## src/rtl/riscv_ctrl_defs.sv

```systemverilog
// Shared RISC-V control definitions for the decode and execute control units.
// Holds opcode[6:2] class codes, control-field encodings, the NOP
// instruction, and the packed control/tag types.
// No ports (package).
package riscv_ctrl_defs;

   // Inst[6:2] class codes
   localparam logic [4:0] opcode_R     = 5'b01100;
   localparam logic [4:0] opcode_I     = 5'b00100;
   localparam logic [4:0] opcode_L     = 5'b00000;
   localparam logic [4:0] opcode_S     = 5'b01000;
   localparam logic [4:0] opcode_B     = 5'b11000;
   localparam logic [4:0] opcode_JALR  = 5'b11001;
   localparam logic [4:0] opcode_JAL   = 5'b11011;
   localparam logic [4:0] opcode_AUIPC = 5'b00101;
   localparam logic [4:0] opcode_LUI   = 5'b01101;
   localparam logic [4:0] opcode_CSR   = 5'b11100;

   // Store width
   localparam logic [1:0] MEM_NONE = 2'b00;
   localparam logic [1:0] MEM_SW   = 2'b01;
   localparam logic [1:0] MEM_SH   = 2'b10;
   localparam logic [1:0] MEM_SB   = 2'b11;

   // Load extract/extend
   localparam logic [2:0] LD_W  = 3'b000;
   localparam logic [2:0] LD_H  = 3'b001;
   localparam logic [2:0] LD_B  = 3'b010;
   localparam logic [2:0] LD_HU = 3'b011;
   localparam logic [2:0] LD_BU = 3'b100;

   // Writeback source
   localparam logic [1:0] WB_MEM = 2'b00;
   localparam logic [1:0] WB_ALU = 2'b01;
   localparam logic [1:0] WB_PC4 = 2'b10;

   // Operand forwarding source
   localparam logic [1:0] FWD_RF = 2'b00;
   localparam logic [1:0] FWD_EX = 2'b01;
   localparam logic [1:0] FWD_WB = 2'b10;

   // ADDI x0,x0,0
   localparam logic [31:0] NOP_INST = 32'h0000_0013;

   typedef struct packed {
      logic [1:0] memrw;
      logic       regwen;
      logic [2:0] ldsel;
      logic [1:0] wbsel;
      logic       csrsel;
   } ctrl_t;

   // Producer tag carried alongside an instruction down the pipe
   typedef struct packed {
      logic [4:0] rd;
      logic       wen;
      logic       ld;
   } tag_t;

endpackage

```

## src/rtl/decode_ctrl_comb.sv

```systemverilog
// Purely combinational instruction -> control-field decoder.
// Ports:
//   i_inst     instruction word
//   o_ctrl     decoded control fields (MemRW/RegWen/LdSel/WBSel/CSRSel)
//   o_rd/o_rs1/o_rs2  register fields
//   o_use_rs1/o_use_rs2  instruction actually reads that source
//   o_is_load  instruction is a load
// Unknown opcodes decode to all-zero controls with no source use.
module decode_ctrl_comb
   import riscv_ctrl_defs::*;
(
   input  logic [31:0] i_inst,
   output ctrl_t       o_ctrl,
   output logic [4:0]  o_rd,
   output logic [4:0]  o_rs1,
   output logic [4:0]  o_rs2,
   output logic        o_use_rs1,
   output logic        o_use_rs2,
   output logic        o_is_load
);

   logic [4:0] w_op;
   logic [2:0] w_f3;
   logic       w_unused_bits;

   assign w_op  = i_inst[6:2];
   assign w_f3  = i_inst[14:12];
   assign o_rd  = i_inst[11:7];
   assign o_rs1 = i_inst[19:15];
   assign o_rs2 = i_inst[24:20];
   assign w_unused_bits = ^{i_inst[31:25], i_inst[1:0]};

   always_comb begin
      o_ctrl    = '0;
      o_use_rs1 = 1'b0;
      o_use_rs2 = 1'b0;
      o_is_load = 1'b0;
      case (w_op)
         opcode_R: begin
            o_ctrl.regwen = 1'b1;
            o_ctrl.wbsel  = WB_ALU;
            o_use_rs1     = 1'b1;
            o_use_rs2     = 1'b1;
         end
         opcode_I: begin
            o_ctrl.regwen = 1'b1;
            o_ctrl.wbsel  = WB_ALU;
            o_use_rs1     = 1'b1;
         end
         opcode_L: begin
            o_ctrl.regwen = 1'b1;
            o_ctrl.wbsel  = WB_MEM;
            o_use_rs1     = 1'b1;
            o_is_load     = 1'b1;
            case (w_f3)
               3'b000:  o_ctrl.ldsel = LD_B;
               3'b001:  o_ctrl.ldsel = LD_H;
               3'b100:  o_ctrl.ldsel = LD_BU;
               3'b101:  o_ctrl.ldsel = LD_HU;
               default: o_ctrl.ldsel = LD_W;
            endcase
         end
         opcode_S: begin
            o_use_rs1 = 1'b1;
            o_use_rs2 = 1'b1;
            case (w_f3)
               3'b000:  o_ctrl.memrw = MEM_SB;
               3'b001:  o_ctrl.memrw = MEM_SH;
               3'b010:  o_ctrl.memrw = MEM_SW;
               default: o_ctrl.memrw = MEM_NONE;
            endcase
         end
         opcode_B: begin
            o_use_rs1 = 1'b1;
            o_use_rs2 = 1'b1;
         end
         opcode_JALR: begin
            o_ctrl.regwen = 1'b1;
            o_ctrl.wbsel  = WB_PC4;
            o_use_rs1     = 1'b1;
         end
         opcode_JAL: begin
            o_ctrl.regwen = 1'b1;
            o_ctrl.wbsel  = WB_PC4;
         end
         opcode_AUIPC, opcode_LUI: begin
            o_ctrl.regwen = 1'b1;
            o_ctrl.wbsel  = WB_ALU;
         end
         opcode_CSR: begin
            // csrrw (001) / csrrwi (101) write the CSR; register forms
            // (001/010/011) read rs1, immediate forms carry uimm there.
            o_ctrl.csrsel = (w_f3[1:0] == 2'b01);
            o_use_rs1     = ~w_f3[2] & (w_f3[1:0] != 2'b00);
         end
         default: ;
      endcase
   end

endmodule

```

## src/rtl/control_unit_decode.sv

```systemverilog
// Decode-stage control unit: registers the fetched instruction and its
// decoded controls into the decode/EX register, detects RAW / load-use
// hazards against the two older producers, inserts bubbles, stalls fetch
// and selects operand forwarding.
// Optional build macro: CONTROL_DECODE_FWD_EN (forwarding enabled; only
// load-use stalls, one bubble). Undefined: any RAW against the two older
// producers stalls, Fwd selects tied to 00.
// Ports:
//   clk, rst           clock, synchronous active-high reset
//   Inst_IF            fetched instruction
//   Flush              EX control-hazard window; discards Inst_IF
//   Stall_IF           (comb) fetch must re-present Inst_IF
//   Inst_decode_reg    registered instruction to EX
//   Hold_decode_reg    decode register holds a bubble (STALL state)
//   *_decode_reg       registered control fields
//   FwdA/FwdB_decode_reg  rs1/rs2 forwarding select
//   Stall_count        saturating bubble counter
module control_unit_decode #(
   parameter logic [31:0] NOP_INST    = riscv_ctrl_defs::NOP_INST,
   parameter int          STALL_CNT_W = 32
) (
   input  logic                   clk,
   input  logic                   rst,
   input  logic [31:0]            Inst_IF,
   input  logic                   Flush,
   output logic                   Stall_IF,
   output logic [31:0]            Inst_decode_reg,
   output logic                   Hold_decode_reg,
   output logic [1:0]             MemRW_decode_reg,
   output logic                   RegWen_decode_reg,
   output logic [2:0]             LdSel_decode_reg,
   output logic [1:0]             WBSel_decode_reg,
   output logic                   CSRSel_decode_reg,
   output logic [1:0]             FwdA_decode_reg,
   output logic [1:0]             FwdB_decode_reg,
   output logic [STALL_CNT_W-1:0] Stall_count
);
   import riscv_ctrl_defs::*;

   typedef enum logic {ST_RUN = 1'b0, ST_STALL = 1'b1} state_t;

   ctrl_t      w_ctrl;
   logic [4:0] w_rd, w_rs1, w_rs2;
   logic       w_use_rs1, w_use_rs2, w_is_load;

   decode_ctrl_comb u_dec (
      .i_inst    (Inst_IF),
      .o_ctrl    (w_ctrl),
      .o_rd      (w_rd),
      .o_rs1     (w_rs1),
      .o_rs2     (w_rs2),
      .o_use_rs1 (w_use_rs1),
      .o_use_rs2 (w_use_rs2),
      .o_is_load (w_is_load)
   );

   state_t                 r_state;
   logic [31:0]            r_inst;
   ctrl_t                  r_ctrl;
   logic [1:0]             r_fwda, r_fwdb;
   tag_t                   r_tag_d, r_tag_x;
   logic [STALL_CNT_W-1:0] r_stall_cnt;

   // Source matches against the decode-register (d) and EX (x) producers.
   // A zero source never matches, so rd=x0 producers are harmless.
   logic w_m1d, w_m2d, w_m1x, w_m2x;
   assign w_m1d = w_use_rs1 & (w_rs1 != 5'd0) & r_tag_d.wen & (r_tag_d.rd == w_rs1);
   assign w_m2d = w_use_rs2 & (w_rs2 != 5'd0) & r_tag_d.wen & (r_tag_d.rd == w_rs2);
   assign w_m1x = w_use_rs1 & (w_rs1 != 5'd0) & r_tag_x.wen & (r_tag_x.rd == w_rs1);
   assign w_m2x = w_use_rs2 & (w_rs2 != 5'd0) & r_tag_x.wen & (r_tag_x.rd == w_rs2);

   logic       w_hazard;
   logic [1:0] w_fwda, w_fwdb;

`ifdef CONTROL_DECODE_FWD_EN
   // Only a load directly ahead cannot be bypassed; after one bubble the
   // load sits in tag_x and its data comes from WB.
   assign w_hazard = r_tag_d.ld & (w_m1d | w_m2d);
   assign w_fwda   = (w_m1d & ~r_tag_d.ld) ? FWD_EX : (w_m1x ? FWD_WB : FWD_RF);
   assign w_fwdb   = (w_m2d & ~r_tag_d.ld) ? FWD_EX : (w_m2x ? FWD_WB : FWD_RF);
`else
   // No bypass: wait until both older producers have drained.
   assign w_hazard = w_m1d | w_m2d | w_m1x | w_m2x;
   assign w_fwda   = FWD_RF;
   assign w_fwdb   = FWD_RF;
`endif

   assign Stall_IF = ~rst & ~Flush & w_hazard;

   logic w_unused_tag;
   assign w_unused_tag = r_tag_x.ld ^ r_tag_d.ld;

   always_ff @(posedge clk) begin
      if (rst) begin
         r_state     <= ST_RUN;
         r_inst      <= NOP_INST;
         r_ctrl      <= '0;
         r_fwda      <= FWD_RF;
         r_fwdb      <= FWD_RF;
         r_tag_d     <= '0;
         r_tag_x     <= '0;
         r_stall_cnt <= '0;
      end else if (Flush) begin
         // Wrong-path instructions: neither the one entering nor the one
         // leaving decode may act as a producer.
         r_state <= ST_RUN;
         r_inst  <= NOP_INST;
         r_ctrl  <= '0;
         r_fwda  <= FWD_RF;
         r_fwdb  <= FWD_RF;
         r_tag_d <= '0;
         r_tag_x <= '0;
      end else if (w_hazard) begin
         r_state <= ST_STALL;
         r_inst  <= NOP_INST;
         r_ctrl  <= '0;
         r_fwda  <= FWD_RF;
         r_fwdb  <= FWD_RF;
         r_tag_x <= r_tag_d;
         r_tag_d <= '0;
         if (~&r_stall_cnt)
            r_stall_cnt <= r_stall_cnt + STALL_CNT_W'(1);
      end else begin
         r_state <= ST_RUN;
         r_inst  <= Inst_IF;
         r_ctrl  <= w_ctrl;
         r_fwda  <= w_fwda;
         r_fwdb  <= w_fwdb;
         r_tag_x <= r_tag_d;
         r_tag_d <= {w_rd, w_ctrl.regwen, w_is_load};
      end
   end

   assign Inst_decode_reg   = r_inst;
   assign Hold_decode_reg   = (r_state == ST_STALL);
   assign MemRW_decode_reg  = r_ctrl.memrw;
   assign RegWen_decode_reg = r_ctrl.regwen;
   assign LdSel_decode_reg  = r_ctrl.ldsel;
   assign WBSel_decode_reg  = r_ctrl.wbsel;
   assign CSRSel_decode_reg = r_ctrl.csrsel;
   assign FwdA_decode_reg   = r_fwda;
   assign FwdB_decode_reg   = r_fwdb;
   assign Stall_count       = r_stall_cnt;

endmodule

```

## config.mk

```make
export PLATFORM = sky130hd
export DESIGN_NAME = control_unit_decode
export DESIGN_NICKNAME = d
export VERILOG_FILES = /design/src/rtl/riscv_ctrl_defs.sv /design/src/rtl/decode_ctrl_comb.sv /design/src/rtl/control_unit_decode.sv
export SDC_FILE = /design/constraint.sdc
export NUM_CORES = 1
export LEC_CHECK = 0
export BUFFER_PORTS_ARGS = -buffer_cell sky130_fd_sc_hd__buf_2
export CORE_ASPECT_RATIO = 0.9
export CORE_MARGIN = 2
export CORE_UTILIZATION = 30
export CTS_CLUSTER_SIZE = 40
export DETAILED_ROUTE_END_ITERATION = 10
export GPL_ROUTABILITY_DRIVEN = 0
export SLEW_MARGIN = 10
export SYNTH_ARGS = -nofsm -noshare
export SYNTH_HDL_FRONTEND = slang
export SYNTH_SLANG_ARGS = --single-unit
```

## constraint.sdc

```tcl
create_clock -name clk -period 3.52 [get_ports clk]
set_input_delay 0.704 -clock clk [delete_from_list [all_inputs] [get_ports clk]]
set_output_delay 0.704 -clock clk [all_outputs]
set_load 0.05 [all_outputs]
```

Word level (Yosys, flattened, before mapping)
Cells that the tools add are included.

storage, ports and cells
  input bits = 35
  logic and storage cells = 77
  output and inout bits = 79
  bits in registers = 85

operators by class
  bitwise operators = 23
  muxes and demuxes = 7
  reductions and logical operators = 17
  $add $sub $neg = 1
  eq/ne operators = 18

operators with widths
  operator                                                          count
  32-bit by 1-bit adder with 32-bit output (second input constant)  1
  32-bit AND reduction                                              1
  5-bit == test                                                     4
  5-bit == test (second input constant)                             4
  4-bit OR reduction                                                4
  5-bit by 4-bit == test with 1-bit output (second input constant)  3
  1-bit bitwise AND                                                 13
  3-bit one-hot mux with 4 select lines                             1
  5-bit by 3-bit == test with 1-bit output (second input constant)  2
  5-bit nonzero test                                                2
  1-bit NOT                                                         7
  7-bit OR reduction                                                1
  3-bit == test (second input constant)                             2
  2-bit one-hot mux with 3 select lines                             1
  3-bit OR reduction                                                2
  6-bit OR reduction                                                1
  5-bit zero test                                                   1
  2-bit one-hot mux with 2 select lines                             1
  2-bit OR reduction                                                2
  3-bit by 1-bit == test with 1-bit output (second input constant)  1
  3-bit by 2-bit == test with 1-bit output (second input constant)  1
  3-bit zero test                                                   1
  1-bit 2-to-1 mux                                                  3
  1-bit OR                                                          3
  4 further kinds                                                   4

Logic depth before layout (Yosys ltp)
  depth after elaboration = 10
  mapped depth = 9
  depth with buffers taken out = 8

Cells and area by module
A second synthesis with hierarchy kept.

unflattened totals
  cell total of the unflattened synthesis = 418
  area, all modules = 3827.4 um^2

by module, submodules not included
  module               area an instance (um^2)  instances  cells each  sequential area each (um^2)
  control_unit_decode  3504.6                   1          375         1701.6
  decode_ctrl_comb     322.8                    1          43          0.0

Worst setup path after synthesis
OpenSTA, ideal clock, no wires.

  path type = input port to output port
  from = in Inst_IF[17]
  to = out Stall_IF
  arrival time = 3.181 ns
  stages on the path = 9
  slack = -0.365 ns
  required time = 2.816 ns
  path through = xor2_1 > nor4_1 > nand3_1 > a221o_1 > and2_4 > buf_6 > buf_6 > clkbuf_1 > nor3_1

between the ends
  longest elaborated chain between the ends = 8

RTL lines
  item                             RTL line                                              text
  from (decl)                      control_unit_decode.sv:24                             input logic [31:0] Inst_IF,
  5-bit nonzero test               control_unit_decode.sv:67, control_unit_decode.sv:69
  1-bit bitwise AND                control_unit_decode.sv:67, control_unit_decode.sv:69
  1-bit bitwise AND (2 in series)  control_unit_decode.sv:67                             assign w_m1d = w_use_rs1 & (w_rs1 != 5'd0) & r_tag_d.wen & (r_tag_d.rd == w_rs1);
  1-bit OR                         control_unit_decode.sv:83                             assign w_hazard = w_m1d | w_m2d | w_m1x | w_m2x;
  1-bit OR (*) (2 in series)       control_unit_decode.sv:83
  1-bit bitwise AND (*)            control_unit_decode.sv:88                             assign Stall_IF = ~rst & ~Flush & w_hazard;
  to (decl)                        control_unit_decode.sv:26                             output logic Stall_IF,

Every way passes the cells marked *; elsewhere a longest branch is shown, timed or not.

Worst setup path after layout
Same ends and word-level chain as after synthesis.

==> summary.md <==
| Metric | Value |
|---|---|
| Initial Utilization | `a little under a third` |
| Finish-stage setup viols | `0` |
| Layout cell share with drive strength beyond 1 | `between 30% and 40%` |
| WL final | `slightly above 9000 um` |
| ANT cells | `0` |
| Largest delay share family, worst path | `simple AND/OR/NAND/NOR gates` |
| Critical path startpoint category | `input pin` |
| Worst Skew | `around 0.0067 ns` |
| Hold Crit Start | `Stall_count[22]$_SDFFE_PP0P_` |
| Initial antenna violation count | `0` |
| Crit. End Element | `output port` |
| Synth Flop Type | `dfxtp_1` |
| Leakage | `between 2 and 2.5 nW` |
| Critical Path AT | `about 2.3 ns` |
| Pwr dens | `~430 mW/mm^2` |
| Setup TNS | `0 ns` |
| Synth Warn # | `0` |
| Crit path top cell by count | `buf_2` |
| Critical path startpoint | `Inst_IF[17]` |
| Cell Rows | `38` |
| Most numerous cell in the Yosys netlist | `dfxtp_1` |
| Seq pwr share | `~46%` |
| Synth top area share | `a little over two fifths` |
| Max stage delay on crit path | `about 0.36 ns` |
| Unique masters post-synth | `50` |
| Commonest cells in the netlist | `dfxtp_1, and3_1, nor2_1` |
| Hold buffers post-CTS | `0` |
| Die area | `0.0135 sq mm` |
| Transition time at the pin with the least slew margin | `0.540 ns` |
| Number of global-route vias before repair | `about 3k` |
| Mapped cell area | `around 0.0038 sq mm` |
| Core ar. | `between 0.01 and 0.015 sq mm` |
| Worst path cell trace | `buf_2 > xor2_1 > nor4_1 > nand3_1 > a221o_1 > and2_4 > nor3_2 > buf_2` |
| CTS tree | `yes` |
| Combinational share of power | `between 8 and 9%` |
| Total track usage | `~14%` |
| CTS max path bufs | `2` |
| Slowest CP cell | `a221o_1` |
| Reg clk slew, reported paths | `roughly 0.06 ns` |
| Post-CTS Setup Bufs | `0` |
| Total of max-cap violations | `0` |
| Clock Power Share | `a little under half` |
| CP Max Fanout | `4` |
| Number of synthesized flops with an enable pin | `0` |
| Dpl hpwl | `around 6700 um` |
| Clk_lat worst skew | `around 0.35 ns` |
| Type of the worst setup path | `in -> out` |
| Reg2reg start | `Stall_count[0]$_SDFFE_PP0P_` |
| Leading area contributor after synthesis | `dfxtp_1` |
| Initial drt markers | `140` |
| Die W | `122 um` |
| Syn Inst Count | `a little under 400` |
| Layout area overhead | `24.1%` |
| Fin nets | `531` |
| Max Slew Vio Count | `0` |
| RSZ-0062 raised after global routing | `no` |
| Max Freq | `roughly 330 MHz` |
| #FFs+latches synth | `80` |
| Via count | `roughly 3.2k` |
| NetSw | `roughly 0.54 mW` |
| Max_slew headroom | `a little under two thirds` |
| H-tree Lvls | `3` |
| Register area share after synthesis | `42.3%` |
| I/O pin count | `between 100 and 150` |
| GRT Residual Overflow | `0` |
| Post-route minimum period | `about 3 ns` |
| Chip Height | `approximately 110 um` |
| Worst VDD drop | `roughly 360 uV` |
| Pin count of the biggest net entering global routing | `51` |
| CTS sink count | `80` |
| Sw frac | `between 20% and 30%` |
| Dpl cell area | `0.00441 sq mm` |
| Post_cts resized | `0` |
| Syn Area/Cell | `between 9 and 10 sq um` |
| Req. time, crit path | `2.82 ns` |
| First-pass GRT wire length | `about 15000 um` |
| Post-synth ARST share | `0%` |
| Cell internal pwr | `1.48 mW` |
| Antenna-violating nets left | `0` |
| Final hold viol count | `0` |
| Hold Crit Class | `reg -> reg` |
| CTS Root Cell | `clkbuf_16` |
| I/O Buffers | `109` |
| Area contributors post-synth | `dfxtp_1, and3_1, mux2_1, xor2_1, nor2b_1` |
| Period utilization | `between 80% and 90%` |
| Post-route cell area | `approximately 0.0047 sq mm` |
| DR pass1 iterations | `4` |
| Wirelength per Cell | `about 14 um` |
| Remaining DRCs | `0` |
| Post-DR vias/cell | `around 4.8` |
| Outcome | `finished clean` |
| WP buf/inv | `2` |
| Num CTS Buffers | `9` |
[kinds of logic after synthesis]
| group | Yosys count | synth area share (%) |
|---|---|---|
| other cells | 1 | 0.0990 |
| compound gates | 30 | 4.56 |
| mux | 21 | 6.31 |
| flops | 80 | 42.3 |
| buf+inv | 30 | 4.92 |
| xor+xnor | 21 | 4.86 |
| fa+ha+maj | 1 | 0.330 |
| simple gates | 211 | 36.6 |
[power groups by stage]
stage / clock [mW] / sequential (mW) / combinational (mW)
floorplan: 0 / 1.00 / 0.0700
global route: 0.972 / 0.930 / 0.192
finish: 0.909 / 0.929 / 0.178
CTS: 0.929 / 0.929 / 0.179
detailed placement: 0 / 0.950 / 0.179
global placement: 0 / 0.949 / 0.176
[placed cells by master (no fill, tap or decap), types with 8 or more instances in the layout]
cell type	count
buf_2	109
dfxtp_1	80
and3_1	36
nor2_1	33
nor2b_1	21
xor2_1	16
nand2_1	16
nand3_1	15
mux2_1	15
a21oi_1	13
nor3_1	11
or4_1	10
nor4_2	10
o21ai_0	10
clkbuf_16	9
nand2b_1	8
and2_1	8
or3_1	8
[metal layers]
| layer | up-vias | GRT usage [%] | share of wire [%] |
|---|---|---|---|
| met5 | - | 0 | 0 |
| met4 | 0 | 3.68 | 1.3 |
| met3 | 14 | 6.30 | 7.0 |
| met2 | 86 | 21.9 | 45 |
| met1 | 1501 | 17.7 | 46 |
| li1 | 1598 | - | - |
[through the flow]
stage	setup slack [ns]	total power, mW	hold WS (ns)	cells	utilization [%]
2_1_floorplan	0.0611	1.07	0.725	398	-
3_3_place_gp	0.506	1.13	0.492	644	36.2
3_5_place_dp	0.484	1.13	0.503	644	36.2
4_1_cts	0.501	2.04	0.511	660	38.6
5_1_grt	0.357	2.09	0.529	660	38.6
6_report	0.513	2.02	0.512	660	38.6
[worst paths after layout]
| path | cells after the start | end | slack (ns) |
|---|---|---|---|
| min | 2 | Stall_count[22]$_SDFFE_PP0P_ | 0.51 |
| max reg2reg | 8 | Stall_count[29]$_SDFFE_PP0P_ | 0.91 |
| max | 8 | Stall_IF | 0.51 |
| min reg2reg | 2 | Stall_count[22]$_SDFFE_PP0P_ | 0.51 |
[final cells by class]
| type | instances | area, sq um |
|---|---|---|
| clock buffer | 10 | 239 |
| clock inverter | 6 | 47.5 |
| fill | 1265 | 7470 |
| inverter | 1 | 3.75 |
| multi-input combinational | 288 | 2020 |
| sequential | 80 | 1600 |
| tap | 160 | 200 |
| timing repair buffer | 115 | 591 |
[tightest hold or removal path, cell delays in order (launching register included)]
cell and delay (ns):
dfxtp_1 0.33, o21ai_0 0.08, a21oi_1 0.06
No activity file was read; power rests on OpenSTA's default activity.
